--- src/rtl/wd_retry_ctrl.sv ---
// Watchdog transaction supervisor: arms/clears the watchdog, launches transmits, debounces match, retries on timeout.
// Optional build macro WD_RETRY_BACKOFF_EN doubles the retry gap for each successive retry.
module wd_retry_ctrl #(
  parameter int unsigned MAX_RETRY    = 3,
  parameter int unsigned MATCH_CYCLES = 4,
  parameter int unsigned GAP_CYCLES   = 1000
) (
  input  logic       i_clk,
  input  logic       i_rst,
  input  logic       i_start,
  input  logic       i_abort,
  input  logic       i_tx_done,
  input  logic       i_timeout_event,
  input  logic       i_match_event,
  output logic       o_tx_start,
  output logic       o_wd_rst,
  output logic       o_timer_en,
  output logic       o_busy,
  output logic       o_done,
  output logic       o_success,
  output logic       o_fail,
  output logic [3:0] o_attempts,
  output logic [2:0] o_state_dbg
);

  typedef enum logic [2:0] {
    S_IDLE = 3'd0,
    S_ARM  = 3'd1,
    S_SEND = 3'd2,
    S_WAIT = 3'd3,
    S_GAP  = 3'd4,
    S_FIN  = 3'd5
  } state_e;

  localparam logic [3:0]  MAX_ATTEMPTS = 4'(MAX_RETRY + 1);
  localparam logic [7:0]  MATCH_TGT    = 8'(MATCH_CYCLES);
  localparam logic [16:0] GAP_BASE     = 17'(GAP_CYCLES);

  state_e      state_q;
  logic        arm_q;
  logic [7:0]  match_q;
  logic [16:0] gap_q;
  logic [3:0]  attempts_q;
  logic        tx_start_q;
  logic        wd_rst_q;
  logic        timer_en_q;
  logic        done_q;
  logic        success_q;
  logic        fail_q;

  logic [7:0]  match_d;
  logic        match_hit;
  logic [16:0] gap_len;

  // The match counter saturates at the target so it can never wrap.
  assign match_d   = (match_q == MATCH_TGT) ? match_q : match_q + 8'd1;
  assign match_hit = i_match_event && (match_d == MATCH_TGT);

`ifdef WD_RETRY_BACKOFF_EN
  logic [31:0] gap_shifted;
  // During GAP attempts_q equals k, the index of the retry about to be launched.
  always_comb begin
    gap_shifted = 32'(GAP_CYCLES) << (attempts_q - 4'd1);
    gap_len     = (gap_shifted > 32'h0001_FFFF) ? 17'h1_FFFF : gap_shifted[16:0];
  end
`else
  assign gap_len = GAP_BASE;
`endif

  always_ff @(posedge i_clk) begin
    if (i_rst) begin
      state_q    <= S_IDLE;
      arm_q      <= 1'b0;
      match_q    <= 8'd0;
      gap_q      <= 17'd0;
      attempts_q <= 4'd0;
      tx_start_q <= 1'b0;
      wd_rst_q   <= 1'b0;
      timer_en_q <= 1'b0;
      done_q     <= 1'b0;
      success_q  <= 1'b0;
      fail_q     <= 1'b0;
    end else if (i_abort && (state_q != S_IDLE)) begin
      state_q    <= S_IDLE;
      arm_q      <= 1'b0;
      match_q    <= 8'd0;
      gap_q      <= 17'd0;
      tx_start_q <= 1'b0;
      wd_rst_q   <= 1'b0;
      timer_en_q <= 1'b0;
      done_q     <= 1'b0;
    end else begin
      tx_start_q <= 1'b0;
      done_q     <= 1'b0;
      case (state_q)
        S_IDLE: begin
          if (i_start) begin
            success_q  <= 1'b0;
            fail_q     <= 1'b0;
            attempts_q <= 4'd0;
            wd_rst_q   <= 1'b1;
            arm_q      <= 1'b0;
            state_q    <= S_ARM;
          end
        end
        S_ARM: begin
          if (arm_q) begin
            wd_rst_q   <= 1'b0;
            tx_start_q <= 1'b1;
            attempts_q <= attempts_q + 4'd1;
            state_q    <= S_SEND;
          end else begin
            arm_q <= 1'b1;
          end
        end
        S_SEND: begin
          if (i_tx_done) begin
            timer_en_q <= 1'b1;
            match_q    <= 8'd0;
            state_q    <= S_WAIT;
          end
        end
        S_WAIT: begin
          match_q <= i_match_event ? match_d : 8'd0;
          // A completed match outranks a timeout arriving on the same edge.
          if (match_hit) begin
            success_q  <= 1'b1;
            done_q     <= 1'b1;
            timer_en_q <= 1'b0;
            state_q    <= S_FIN;
          end else if (i_timeout_event) begin
            timer_en_q <= 1'b0;
            match_q    <= 8'd0;
            gap_q      <= 17'd0;
            if (attempts_q < MAX_ATTEMPTS) begin
              state_q <= S_GAP;
            end else begin
              fail_q  <= 1'b1;
              done_q  <= 1'b1;
              state_q <= S_FIN;
            end
          end
        end
        S_GAP: begin
          if (gap_q == gap_len - 17'd1) begin
            gap_q    <= 17'd0;
            wd_rst_q <= 1'b1;
            arm_q    <= 1'b0;
            state_q  <= S_ARM;
          end else begin
            gap_q <= gap_q + 17'd1;
          end
        end
        S_FIN: begin
          state_q <= S_IDLE;
        end
        default: begin
          state_q <= S_IDLE;
        end
      endcase
    end
  end

  assign o_tx_start  = tx_start_q;
  assign o_wd_rst    = wd_rst_q;
  assign o_timer_en  = timer_en_q;
  assign o_busy      = (state_q != S_IDLE);
  assign o_done      = done_q;
  assign o_success   = success_q;
  assign o_fail      = fail_q;
  assign o_attempts  = attempts_q;
  assign o_state_dbg = state_q;

endmodule

--- config.mk ---
export PLATFORM = sky130hd
export DESIGN_NAME = wd_retry_ctrl
export DESIGN_NICKNAME = d
export VERILOG_FILES = /design/src/rtl/wd_retry_ctrl.sv
export SDC_FILE = /design/constraint.sdc
export NUM_CORES = 1
export LEC_CHECK = 0
export BUFFER_PORTS_ARGS = -buffer_cell sky130_fd_sc_hd__buf_2
export CAP_MARGIN = 25
export CELL_PAD_IN_SITES_DETAIL_PLACEMENT = 1
export CELL_PAD_IN_SITES_GLOBAL_PLACEMENT = 2
export CORE_MARGIN = 2
export CORE_UTILIZATION = 35
export DETAILED_ROUTE_END_ITERATION = 7
export GPL_TIMING_DRIVEN = 0
export HOLD_SLACK_MARGIN = 0.05
export PLACE_DENSITY = 0.9
export SLEW_MARGIN = 20
export SYNTH_ARGS = -nofsm -noshare
export SYNTH_HDL_FRONTEND = slang
export SYNTH_SLANG_ARGS = --single-unit
--- constraint.sdc ---
create_clock -name i_clk -period 4.9 [get_ports i_clk]
set_input_delay 0.98 -clock i_clk [delete_from_list [all_inputs] [get_ports i_clk]]
set_output_delay 0.98 -clock i_clk [all_outputs]
set_load 0.05 [all_outputs]
==> out/metrics.csv <==
stage;metric;value;unit
synthesis;count leader, synth;dfxtp_1;
clock_network;post-CTS repair timing setup buffer count;0;
synthesis;Syn Area/Cell;7.960;um2
finish;FF/Latch Area;780.7;um2
synthesis;Post-Syn Area;0.002221;mm2
synthesis;Synth cell types;57;
grt;global-route wire length before repair;9777;um
timing;Period Utilization, post-route;54.06;%
timing;setup violators final;0;
timing;highest clock rate;377.5;MHz
drt;vias per cell;5.458;
synthesis;commonest cells in the netlist;dfxtp_1 (39), nor2_1 (33), nand2_1 (30);
grt;grt ovf;0;
clock_network;CTS buffer count;5;
min_path;Worst Min Path Start;o_success$_SDFFE_PP0P_;
drt;routed len/inst;15.18;um
drt;DRT Pass-1 Iters;4;
min_path;worst min-delay path endpoint;o_success$_SDFFE_PP0P_;
timing;Clock Skew;0.007842;ns
power_and_ir_drop;Reg power frac;43.8;%
timing;Hold Fails Final Rpt;0;
min_path;worst hold path type;reg2reg;
setup_path;CP Capture Type;output port;
floorplanning;die width;83.66;um
setup_path;crit path kind;reg2out;
setup_path;FF-to-FF Start;match_q[1]$_SDFFE_PP0P_;
floorplanning;core area;0.006241;mm2
finish;Layout area overhead;12.51;%
grt;initial antenna violation count;0;
setup_path;Required @ worst endpoint;3.92;ns
clock_network;cts hold-fix bufs;0;
synthesis;post-synth top area share;35.15;%
floorplanning;die height;83.66;um
setup_path;R2R Setup Slk;2.33;ns
drt;Vias;2096;
synthesis;Post-synth ARST share;0;%
synthesis;Post-Syn Nets;290;
power_and_ir_drop;sw power;0.2968;mW
synthesis;post-synthesis cell count;279;
timing;fin. max-slew vios;0;
finish;FILL cells;779;
power_and_ir_drop;Clk pwr share;27.9;%
finish;share of cells above drive strength 1;13.68;%
drt;ANT nets after route;0;
synthesis;leading area contributor after synthesis;dfxtp_1;
grt;Total GRT Usage;16.98;%
clock_network;Clock Sink Count;39;
clock_network;H-Tree Depth;2;
status;status;completed;
setup_path;worst r2r dst;gap_q[10]$_SDFFE_PP0P_;
clock_network;Worst-Skew Late Latency;0.30;ns
clock_network;CTS root buffer;clkbuf_8;
clock_network;CTS clk-pin slew, worst paths;0.08;ns
power_and_ir_drop;Power Density;316.4;mW/mm2
power_and_ir_drop;sw frac;37.55;%
power_and_ir_drop;Comb pwr share;28.3;%
finish;final net count;317;
timing;Setup Total Neg Slack;0;ns
finish;area of the multi-input gates;0.001336;mm2
synthesis;Top FF cell, synth;dfxtp_1;
floorplanning;die area;0.006998;mm2
power_and_ir_drop;Worst VDD drop;154.6;uV
setup_path;Critical Path AT;1.67;ns
drt;Remaining DRCs;0;
min_path;Hold Crit Depth;2;
place;DP Wirelength;4373;um
grt;vias in the first global route;1956;
timing;slew margin rel.;58.22;%
setup_path;crit path launch type;register;
synthesis;flops & latches, synth;39;
synthesis;Synth Warn #;0;
setup_path;CP Max Fanout;10;
drt;Routed WL;5830;um
place;routability cong.;0.7631;
floorplanning;Starting Density;35.59;%
place;port buffer count;20;
clock_network;Resized cells post-CTS;0;
grt;largest net degree at the start of global routing;12;
timing;RSZ-0062 raised after global routing;no;
synthesis;sequential cell area fraction in the yosys report;35.15;%
floorplanning;row count;29;
synthesis;Post-synth EDFFs;0;
power_and_ir_drop;Power Total;0.7905;mW
synthesis;top cells by area, synth;dfxtp_1 (35%), nor2_1 (5.6%), nand2_1 (5.1%);
power_and_ir_drop;Leakage Power;0.9308;nW
clock_network;CTS tree;yes;
power_and_ir_drop;Internal;0.4936;mW
clock_network;clk buf depth;2;
finish;# diodes;0;
floorplanning;I/O pins;21;
run;max cap viols;0;
drt;1st-iter DRT viols;75;
setup_path;r2r worst-path depth;9;
timing;post-layout min period;2.649;ns
timing;worst-margin pin slew;0.6226;ns
==> metrics by stage <==
| step | hold WS, ns | cells | setup slack [ns] | utilization (%) | area, um2 |
|---|---|---|---|---|---|
| finish | 0.4971 | 384 | 2.251 | 40.04 | 2499 |
| detailed placement | 0.4799 | 376 | 2.331 | 38.73 | 2417 |
| CTS | 0.5036 | 384 | 2.247 | 40.04 | 2499 |
| floorplan | 0.4651 | 279 | 2.437 | - | 2221 |
| global route | 0.5263 | 384 | 2.089 | 40.04 | 2499 |
| global placement | 0.4682 | 376 | 2.378 | 38.73 | 2417 |
==> registers in the layout, indices dropped and copies added, names as in the netlist <==
signal / flops
o_done: 1
arm_q: 1
gap_q: 17
o_wd_rst: 1
o_state_dbg: 3
o_timer_en: 1
o_fail: 1
match_q: 8
o_attempts: 4
o_success: 1
o_tx_start: 1
==> layout by cell type, fill, tap and decap left out, types with 3 or more instances in the layout <==
cell,n
o22ai_1,4
nand4_1,7
and2_1,6
dfxtp_1,39
buf_6,3
ha_1,4
o21ai_1,3
or3_1,6
clkbuf_1,6
inv_1,10
xnor2_1,3
o21ai_0,14
o21a_1,3
buf_2,22
nor2_1,33
xor2_1,11
nand2_1,30
nand2b_1,4
a21oi_1,19
nor2b_1,3
nor3_1,3
o31ai_1,3
o211ai_1,3
a31oi_1,3
and3_1,5
nand3_1,15
nor4_1,3
clkbuf_8,5
==> cell type report <==
cell class	instances	share of cell area (%)
repair buffers	20	4.006
well taps	77	3.856
clock buffers	7	3.055
multi-input cells	220	53.48
flip-flops and latches	39	31.25
plain buffers	10	2.654
inverters	10	1.502
clock inverters	1	0.2003
==> metal layers <==
layer / vias up / routed length, um / part of all wire, % / track usage [%]
met1: 1005 / 2983 / 51 / 23.53
met2: 18 / 2649 / 45 / 26.69
met4: 0 / 60 / 1.0 / 4.399
met5: - / 0 / 0 / 0
met3: 6 / 137 / 2.3 / 3.858
li1: 1067 / - / - / -
==> critical path: stages, from the launching register on <==
cell and delay (ns):
dfxtp_1 0.38, clkbuf_1 0.33, nor2_1 0.16, nand2_1 0.20
buf_2 0.30
==> worst max-delay path by stage <==
| stage | startpoint | slack (ns) | endpoint |
|---|---|---|---|
| after floorplan | o_state_dbg[1]$_SDFFE_PP0P_ | 2.44 | o_busy |
| after CTS | o_state_dbg[1]$_SDFFE_PP0P_ | 2.25 | o_busy |
| after global routing | match_q[1]$_SDFFE_PP0P_ | 2.09 | gap_q[10]$_SDFFE_PP0P_ |
| after detailed placement | i_timeout_event | 2.33 | gap_q[14]$_SDFFE_PP0P_ |
| after global placement | i_timeout_event | 2.38 | gap_q[14]$_SDFFE_PP0P_ |
| final | o_state_dbg[1]$_SDFFE_PP0P_ | 2.25 | o_busy |
==> cell families (layout without fill, tap and decap cells) <==
| group | Yosys count | after routing | share of synthesized area, % |
|---|---|---|---|
| and+or+nand+nor | 129 | 129 | 30.48 |
| xor gates and xnor gates | 14 | 14 | 5.521 |
| buffers and inverters | 20 | 48 | 4.676 |
| AOI/OAI and AO/OA | 72 | 72 | 21.46 |
| DFF | 39 | 39 | 35.15 |
| adders and majority gates | 4 | 4 | 2.254 |
| muxes | 1 | 1 | 0.4507 |
==> power by group through the flow <==
stage / clock network, mW / registers, mW / logic (mW)
finish: 0.220 / 0.346 / 0.224
global placement: 0 / 0.354 / 0.222
detailed placement: 0 / 0.354 / 0.223
floorplan: 0 / 0.387 / 0.132
CTS: 0.230 / 0.346 / 0.225
global route: 0.237 / 0.349 / 0.243
(Power assumes the default switching activity.)
